`config.mk`:
```
export PLATFORM = sky130hd
export DESIGN_NAME = spec_free_list_ckpt
export DESIGN_NICKNAME = d
export VERILOG_FILES = /design/src/rtl/spec_free_list_ckpt.sv
export SDC_FILE = /design/constraint.sdc
export NUM_CORES = 2
export LEC_CHECK = 0
export BUFFER_PORTS_ARGS = -buffer_cell sky130_fd_sc_hd__buf_4
export CORE_MARGIN = 3
export CORE_UTILIZATION = 40
export CTS_BUF_LIST = sky130_fd_sc_hd__clkbuf_2
export DETAILED_ROUTE_END_ITERATION = 7
export PLACE_DENSITY = 0.65
export SLEW_MARGIN = 20
export SYNTH_ARGS = -nofsm -noshare
export SYNTH_HDL_FRONTEND = slang
export SYNTH_SLANG_ARGS = --single-unit
```
`constraint.sdc`:
```
create_clock -name clk -period 10.35 [get_ports clk]
set_input_delay 2.07 -clock clk [delete_from_list [all_inputs] [get_ports clk]]
set_output_delay 2.07 -clock clk [all_outputs]
set_load 0.05 [all_outputs]
```
`src/rtl/spec_free_list_ckpt.sv`:
```
// Speculative physical-register free list for rename, with a checkpoint FIFO of head pointers
// for branch mispredict recovery and a full-flush path.
module spec_free_list_ckpt #(
   parameter int unsigned DEPTH      = 64,
   parameter int unsigned PHYS_LOG   = 7,
   parameter int unsigned N_DISP     = 4,
   parameter int unsigned N_COMMIT   = 4,
   parameter int unsigned N_CKPT     = 8,
   parameter int unsigned FIRST_FREE = 32,
   localparam int unsigned PW = $clog2(DEPTH) + 1,
   localparam int unsigned AW = $clog2(N_DISP) + 1,
   localparam int unsigned CW = $clog2(N_CKPT)
) (
   input  logic                         clk,
   input  logic                         reset_n,
   input  logic                         stall_i,
   input  logic [AW-1:0]                alloc_cnt_i,
   output logic [N_DISP*PHYS_LOG-1:0]   free_reg_o,
   output logic [N_DISP-1:0]            free_valid_o,
   output logic                         alloc_stall_o,
   input  logic [N_COMMIT-1:0]          rel_valid_i,
   input  logic [N_COMMIT*PHYS_LOG-1:0] rel_reg_i,
   input  logic                         ckpt_alloc_i,
   output logic [CW-1:0]                ckpt_tag_o,
   output logic                         ckpt_full_o,
   input  logic                         ckpt_rel_i,
   input  logic                         recover_i,
   input  logic [CW-1:0]                recover_tag_i,
   input  logic                         flush_i,
   output logic [PW-1:0]                count_o,
   output logic                         err_o
);
   localparam int unsigned IW = PW - 1;
   localparam int unsigned KW = $clog2(N_COMMIT) + 1;
   localparam int unsigned QW = CW + 1;

   logic [PHYS_LOG-1:0] mem_q    [DEPTH];
   logic [PHYS_LOG-1:0] mem_d    [DEPTH];
   logic [PW-1:0]       ck_mem_q [N_CKPT];
   logic [PW-1:0]       ck_mem_d [N_CKPT];
   logic [PW-1:0]       head_q, head_d, tail_q, tail_d;
   logic [QW-1:0]       ckh_q, ckh_d, ckt_q, ckt_d;
   logic                err_q, err_d;

   logic [PW-1:0]       count, head_pop;
   logic [QW-1:0]       ck_cnt, rec_off;
   logic [KW-1:0]       push;
   logic [IW-1:0]       widx;
   logic                ck_full, ck_empty, pop_en;

   always_comb begin
      count         = tail_q - head_q;
      ck_cnt        = ckt_q - ckh_q;
      ck_full       = (ck_cnt == QW'(N_CKPT));
      ck_empty      = (ck_cnt == '0);
      alloc_stall_o = (PW'(alloc_cnt_i) > count);
      free_reg_o    = '0;
      free_valid_o  = '0;
      for (int i = 0; i < N_DISP; i++) begin
         free_reg_o[i*PHYS_LOG +: PHYS_LOG] = mem_q[head_q[IW-1:0] + IW'(i)];
         free_valid_o[i]                    = (PW'(i) < count);
      end
      count_o     = count;
      ckpt_tag_o  = ckt_q[CW-1:0];
      ckpt_full_o = ck_full;
      err_o       = err_q;
   end

   always_comb begin
      mem_d    = mem_q;
      ck_mem_d = ck_mem_q;
      err_d    = err_q;
      ckh_d    = ckh_q;
      ckt_d    = ckt_q;
      push     = '0;
      widx     = '0;
      // Compact valid release lanes onto consecutive tail slots.
      for (int j = 0; j < N_COMMIT; j++) begin
         if (rel_valid_i[j]) begin
            widx        = tail_q[IW-1:0] + IW'(push);
            mem_d[widx] = rel_reg_i[j*PHYS_LOG +: PHYS_LOG];
            push        = push + KW'(1);
         end
      end
      tail_d = tail_q + PW'(push);
      if ((PW+1)'(count) + (PW+1)'(push) > (PW+1)'(DEPTH)) err_d = 1'b1;

      pop_en   = !stall_i && !alloc_stall_o && !recover_i && !flush_i;
      head_pop = head_q + (pop_en ? PW'(alloc_cnt_i) : '0);
      head_d   = head_pop;
      rec_off  = {1'b0, recover_tag_i - ckh_q[CW-1:0]};

      if (flush_i) begin
         // Same index as tail with opposite wrap bit: every entry is free again.
         head_d = tail_d - PW'(DEPTH);
         ckh_d  = ckt_q;
      end else begin
         if (ckpt_rel_i) begin
            if (ck_empty) err_d = 1'b1;
            else          ckh_d = ckh_q + QW'(1);
         end
         if (recover_i) begin
            if (rec_off < ck_cnt) begin
               head_d = ck_mem_q[recover_tag_i];
               ckt_d  = ckh_q + rec_off + QW'(1);
            end else begin
               err_d = 1'b1;
            end
         end else if (ckpt_alloc_i && !stall_i) begin
            if (ck_full) begin
               err_d = 1'b1;
            end else begin
               ck_mem_d[ckt_q[CW-1:0]] = head_pop;
               ckt_d                   = ckt_q + QW'(1);
            end
         end
      end
   end

   always_ff @(posedge clk or negedge reset_n) begin
      if (!reset_n) begin
         for (int k = 0; k < DEPTH; k++) mem_q[k] <= PHYS_LOG'(FIRST_FREE + k);
         for (int k = 0; k < N_CKPT; k++) ck_mem_q[k] <= '0;
         head_q <= '0;
         tail_q <= PW'(DEPTH);
         ckh_q  <= '0;
         ckt_q  <= '0;
         err_q  <= 1'b0;
      end else begin
         mem_q    <= mem_d;
         ck_mem_q <= ck_mem_d;
         head_q   <= head_d;
         tail_q   <= tail_d;
         ckh_q    <= ckh_d;
         ckt_q    <= ckt_d;
         err_q    <= err_d;
      end
   end

endmodule

```
-- After elaboration in Yosys (flattened, before gate mapping)
Index checks and enable logic that the tools add are counted.
- add/subtract/negate cells: 20
- $mul: 0
- div/mod/pow operators: 0
- order comparisons: 22
- eq/ne operators: 4
- shifts and indexed selects: 0
- muxes and demuxes: 57
- bitwise logic cells: 13
- reduce and logical (&&, ||, !) cells: 19
- operator list (kind ; count):
    $bwmux 448 ; 4
    $mux 448 ; 4
    $bmux 7 s6 ; 4
    $demux 7 s6 ; 4
    $mux 7 ; 18
    $bwmux 56 ; 1
    $ge 7x7->1 const B ; 8
    $not 6->7 ; 8
    $lt 7x1->1 const B ; 4
    $mux 4 ; 7
    $bmux 7 s3 ; 1
    $demux 7 s3 ; 1
    $add 6x3->6 ; 3
    $add 7x3->7 ; 2
    $lt 1x7->1 const A ; 2
    $lt 2x7->1 const A ; 2
    $add 4x1->4 const B ; 3
    $add 6x2->6 const B ; 2
    $mux 3 ; 4
    $add 3x1->3 const B ; 3
    $logic_and 1x1->1 ; 9
    $mux 1 ; 9
    $add 7x3->8 ; 1
    $ge 4x4->1 const B ; 2
    20 further kinds ; 29
- flip-flop bits (word level): 527
- bits in latches: 0
- RAM bits: 0
- memory bits (read-only): 0
- bits of input ports: 45
- memories kept: 0

-- Depth between registers and ports, before layout
- word-level depth: 16
- gate-level depth with buffers: 21
- depth with buffers taken out: 19

-- Worst setup path before layout
No wires, ideal clock.
- path type: flip-flop to output port
- from: register head_q[0]
- to: output port free_reg_o[22]
- arrival time: 4.667 ns
- setup slack: 3.613 ns
- cell stages (with the launch flop): 15
- cells stage by stage: dfrtp_1 -> buf_4 -> inv_2 -> buf_2 -> buf_2 -> clkbuf_1 -> ha_1 -> buf_2 -> buf_2 -> buf_2 -> buf_1 -> mux4_2 -> a211oi_1 -> a31oi_1 -> a211oi_1
- word-level cells in the longest chain between the ends: 5
- ends and longest elaborated chain (what ; line ; source):
    from (decl) ; 41 ; logic [PW-1:0] head_q, head_d, tail_q, tail_d;
    from (signal assigned) ; 124 ; head_q <= '0;
    from (signal assigned) ; 132 ; head_q <= head_d;
    $add 6x2->6 ; 60 ; free_reg_o[i*PHYS_LOG +: PHYS_LOG] = mem_q[head_q[IW-1:0] + IW'(i)];
    $not 6->7 (implied by the code) ; 60 ;
    $bmux 7 s6 ; 60 ;
    $mux 7 (implied by the code) (2 in series) ; 60 ;
    to (decl) ; 18 ; output logic [N_DISP*PHYS_LOG-1:0] free_reg_o,
Every way passes these cells. The select of a mux whose other input is x is not followed.

-- Final worst setup path
- from: register head_q[0]
- to: output port free_reg_o[13]
- word-level cells in the longest chain between the ends: 5
- ends and longest elaborated chain (what ; line):
    $add 6x1->6 ; 60
    $not 6->7 (implied by the code) ; 60
    $bmux 7 s6 ; 60
    $mux 7 (implied by the code) (2 in series) ; 60
Every way passes these cells. The select of a mux whose other input is x is not followed.

==> out/results.tsv <==
metric	value	unit
tightest_slew	1.25	ns
ant_nets	0	
hold_viol	0	
cts_resized	0	
cp_top_family	buffers and inverters	
crit_fanout	47	
synthTopCellsByArea	mux4_2, dfrtp_1, dfstp_2	
io-pin-count	90	
final_util	43.3	%
antenna_found_initial	20	
tns	0	ns
vias	51342	
yosysSeqAreaShare	25.4	%
power.internal	10.9	mW
fin_crit	8.98	ns
ir_drop	0.000564	V
grtUsageTotal	37.1	%
clkTransAtPathRegs	0.11	ns
power_frac_seq	23.3	%
numCtsBuffers	152	
cts_setup_buffers	0	
relSlewSlack	16.7	%
area_delta_synth_final	6.73	%
combPwrFrac	69.5	%
cap_violations	0	
crit_chain	buf_4 > ha_1 > xor2_4 > buf_4 > mux4_2 > o31ai_1 > a211oi_1 > a31oi_1 > buf_4	
cts_tree	built	
fp-row-count	132	
fmax	111	MHz
drt_iter0_markers	8574	
status	finished, final reports clean	
grt_max_degree	142	
skew	0.130	ns
fillers	12388	
grt_pass1_vias	47340	
yosys.area.top_type	mux4_2	
drtPass1Iterations	7	
cts-root-buf	clkbuf_2	
hold_path.class	input pin to asynchronous set/reset pin	
clock_latency	1.67	ns
avgSynthCellArea	9.85	µm²
place_congestion	1.09	
die_w	370	µm
crit_buf_inv	3	
setup_viol	0	
crit_start	head_q[0]	
crit_type	flop to output port	
yosysTopAreaCellShare	20.2	%
netlist_area	0.0530	mm²
yosysUniqueCellTypes	110	
power_switching_share	54.0	%
route.detailed.drc	0	
drive_gt1_share	34.0	%
crit_path_end_kind	output port	
cp.required	8.28	ns
slowest_stage	dfrtp_4	
period_share	86.8	%
clock-sinks	527	
place.port_buffers	89	
via_per_inst	7.25	
p_leak	22.8	nW
die-area	0.137	mm²
slowest_delay	0.89	ns
fp.dieH	370	µm
p_sw	12.8	mW
grt-ovfl-total	0	
totalWireLength	261000	µm
initial_core_util	40.6	%
critPathLaunchType	flop	
synth_nets	5478	
wl_per_cell	36.9	µm
core-area	0.131	mm²
syn_inst	5382	
hpwlAfterDp	183000	µm
cts_buffer_depth	3	
cts_max_level	4	
finalMaxSlewViolations	0	
ys_top_cells_by_count	nand2_1, mux2i_1, nor2_1	
grt_pass1_wl	365000	µm
r2r-start	head_q[1]	
synth_edf_count	0	
power_density	417	mW/mm²
clockPowerShare	7.2	%
crit_arrival	6.91	ns
ys_async_sr_fraction	100	%
ys_warn_count	0	
crit_top_cell	buf_4	
num-nets-final	5290	
synth_ff_type	dfrtp_1	
rsz0062_at_grt	false	
ys_ff_latch	527	
cts_hold_buf	0	
yosysMostFrequentCell	nand2_1	
final cells by class:
class | count | area (µm²) | area share [%]
antenna | 26 | 65.1 | 0.115
clock buffer | 232 | 1160 | 2.05
clock inverter | 42 | 235 | 0.416
inverter | 37 | 139 | 0.245
multi-input combinational | 4243 | 37500 | 66.3
sequential | 527 | 13500 | 23.8
tap | 1742 | 2180 | 3.85
timing repair buffer | 233 | 1810 | 3.20
kinds of logic after synthesis:
family	after synthesis	share of synthesized area, %
xor+xnor	63	1.08
buf+inv	612	4.84
fa+ha+maj	51	1.32
simple gates	1537	13.3
flops	527	25.4
compound gates	1125	14.0
mux	1467	40.1
worst paths after layout:
kind	to	slack [ns]	cells after the start
setup / recovery	free_reg_o[13]	1.37	9
hold / removal	mem_q[370]	0.47	1
setup reg to reg	head_q[6]	4.69	16
hold reg to reg	ck_mem_q[35]	0.51	1
max in group asynchronous	mem_q[7]	7.76	3
min in group clk	ck_mem_q[35]	0.51	1
per-layer routing:
| metal | track usage [%] | part of all wire [%] | up-vias |
|---|---|---|---|
| met1 | 47.7 | 36 | 25347 |
| li1 | - | - | 20326 |
| met4 | 26.6 | 8.6 | 6 |
| met5 | 0.249 | 0.024 | - |
| met2 | 51.3 | 40 | 4579 |
| met3 | 13.3 | 15 | 1084 |
state kept, by name (all words and copies together) (netlist names):
name and count:
head_q 7, mem_q 448, err_o 1, ck_mem_q 56, ckt_q 4, ckh_q 4
tail_q 7
cell usage in the layout (no fill, tap or decap), drive strengths merged, types with 36 or more instances in the layout:
master / n
nand2: 557
nor2: 529
mux2i: 519
mux4: 477
mux2: 471
dfrtp: 302
a21oi: 276
o21ai: 244
buf: 233
clkbuf: 232
dfstp: 225
a31oi: 215
nand3: 121
a211o: 90
or3: 68
and3: 61
a221oi: 50
nand4: 50
o211ai: 49
ha: 43
xnor2: 43
clkinv: 40
inv: 36
per-stage QoR:
step | total power [mW] | cells | instance area [µm²] | setup WS, ns | hold WS [ns]
final | 23.6 | 7082 | 56600 | 1.37 | 0.474
after global routing | 24.2 | 7065 | 56600 | 1.12 | 0.389
after CTS | 22.8 | 7056 | 56400 | 1.29 | 0.313
after detailed placement | 21.0 | 6782 | 55100 | 3.20 | 0.488
after global placement | 20.9 | 6781 | 55000 | 3.25 | 0.481
after floorplan | 15.3 | 5382 | 53000 | 3.61 | 0.474
power groups by stage:
stage	Sequential (mW)	Clock [mW]	Combinational (mW)
after floorplan	4.06	0	11.2
after global placement	5.28	0	15.6
after detailed placement	5.30	0	15.7
after CTS	5.27	1.73	15.8
after global routing	5.46	1.83	16.9
final	5.51	1.71	16.4
No activity file was read; power rests on OpenSTA's default activity.
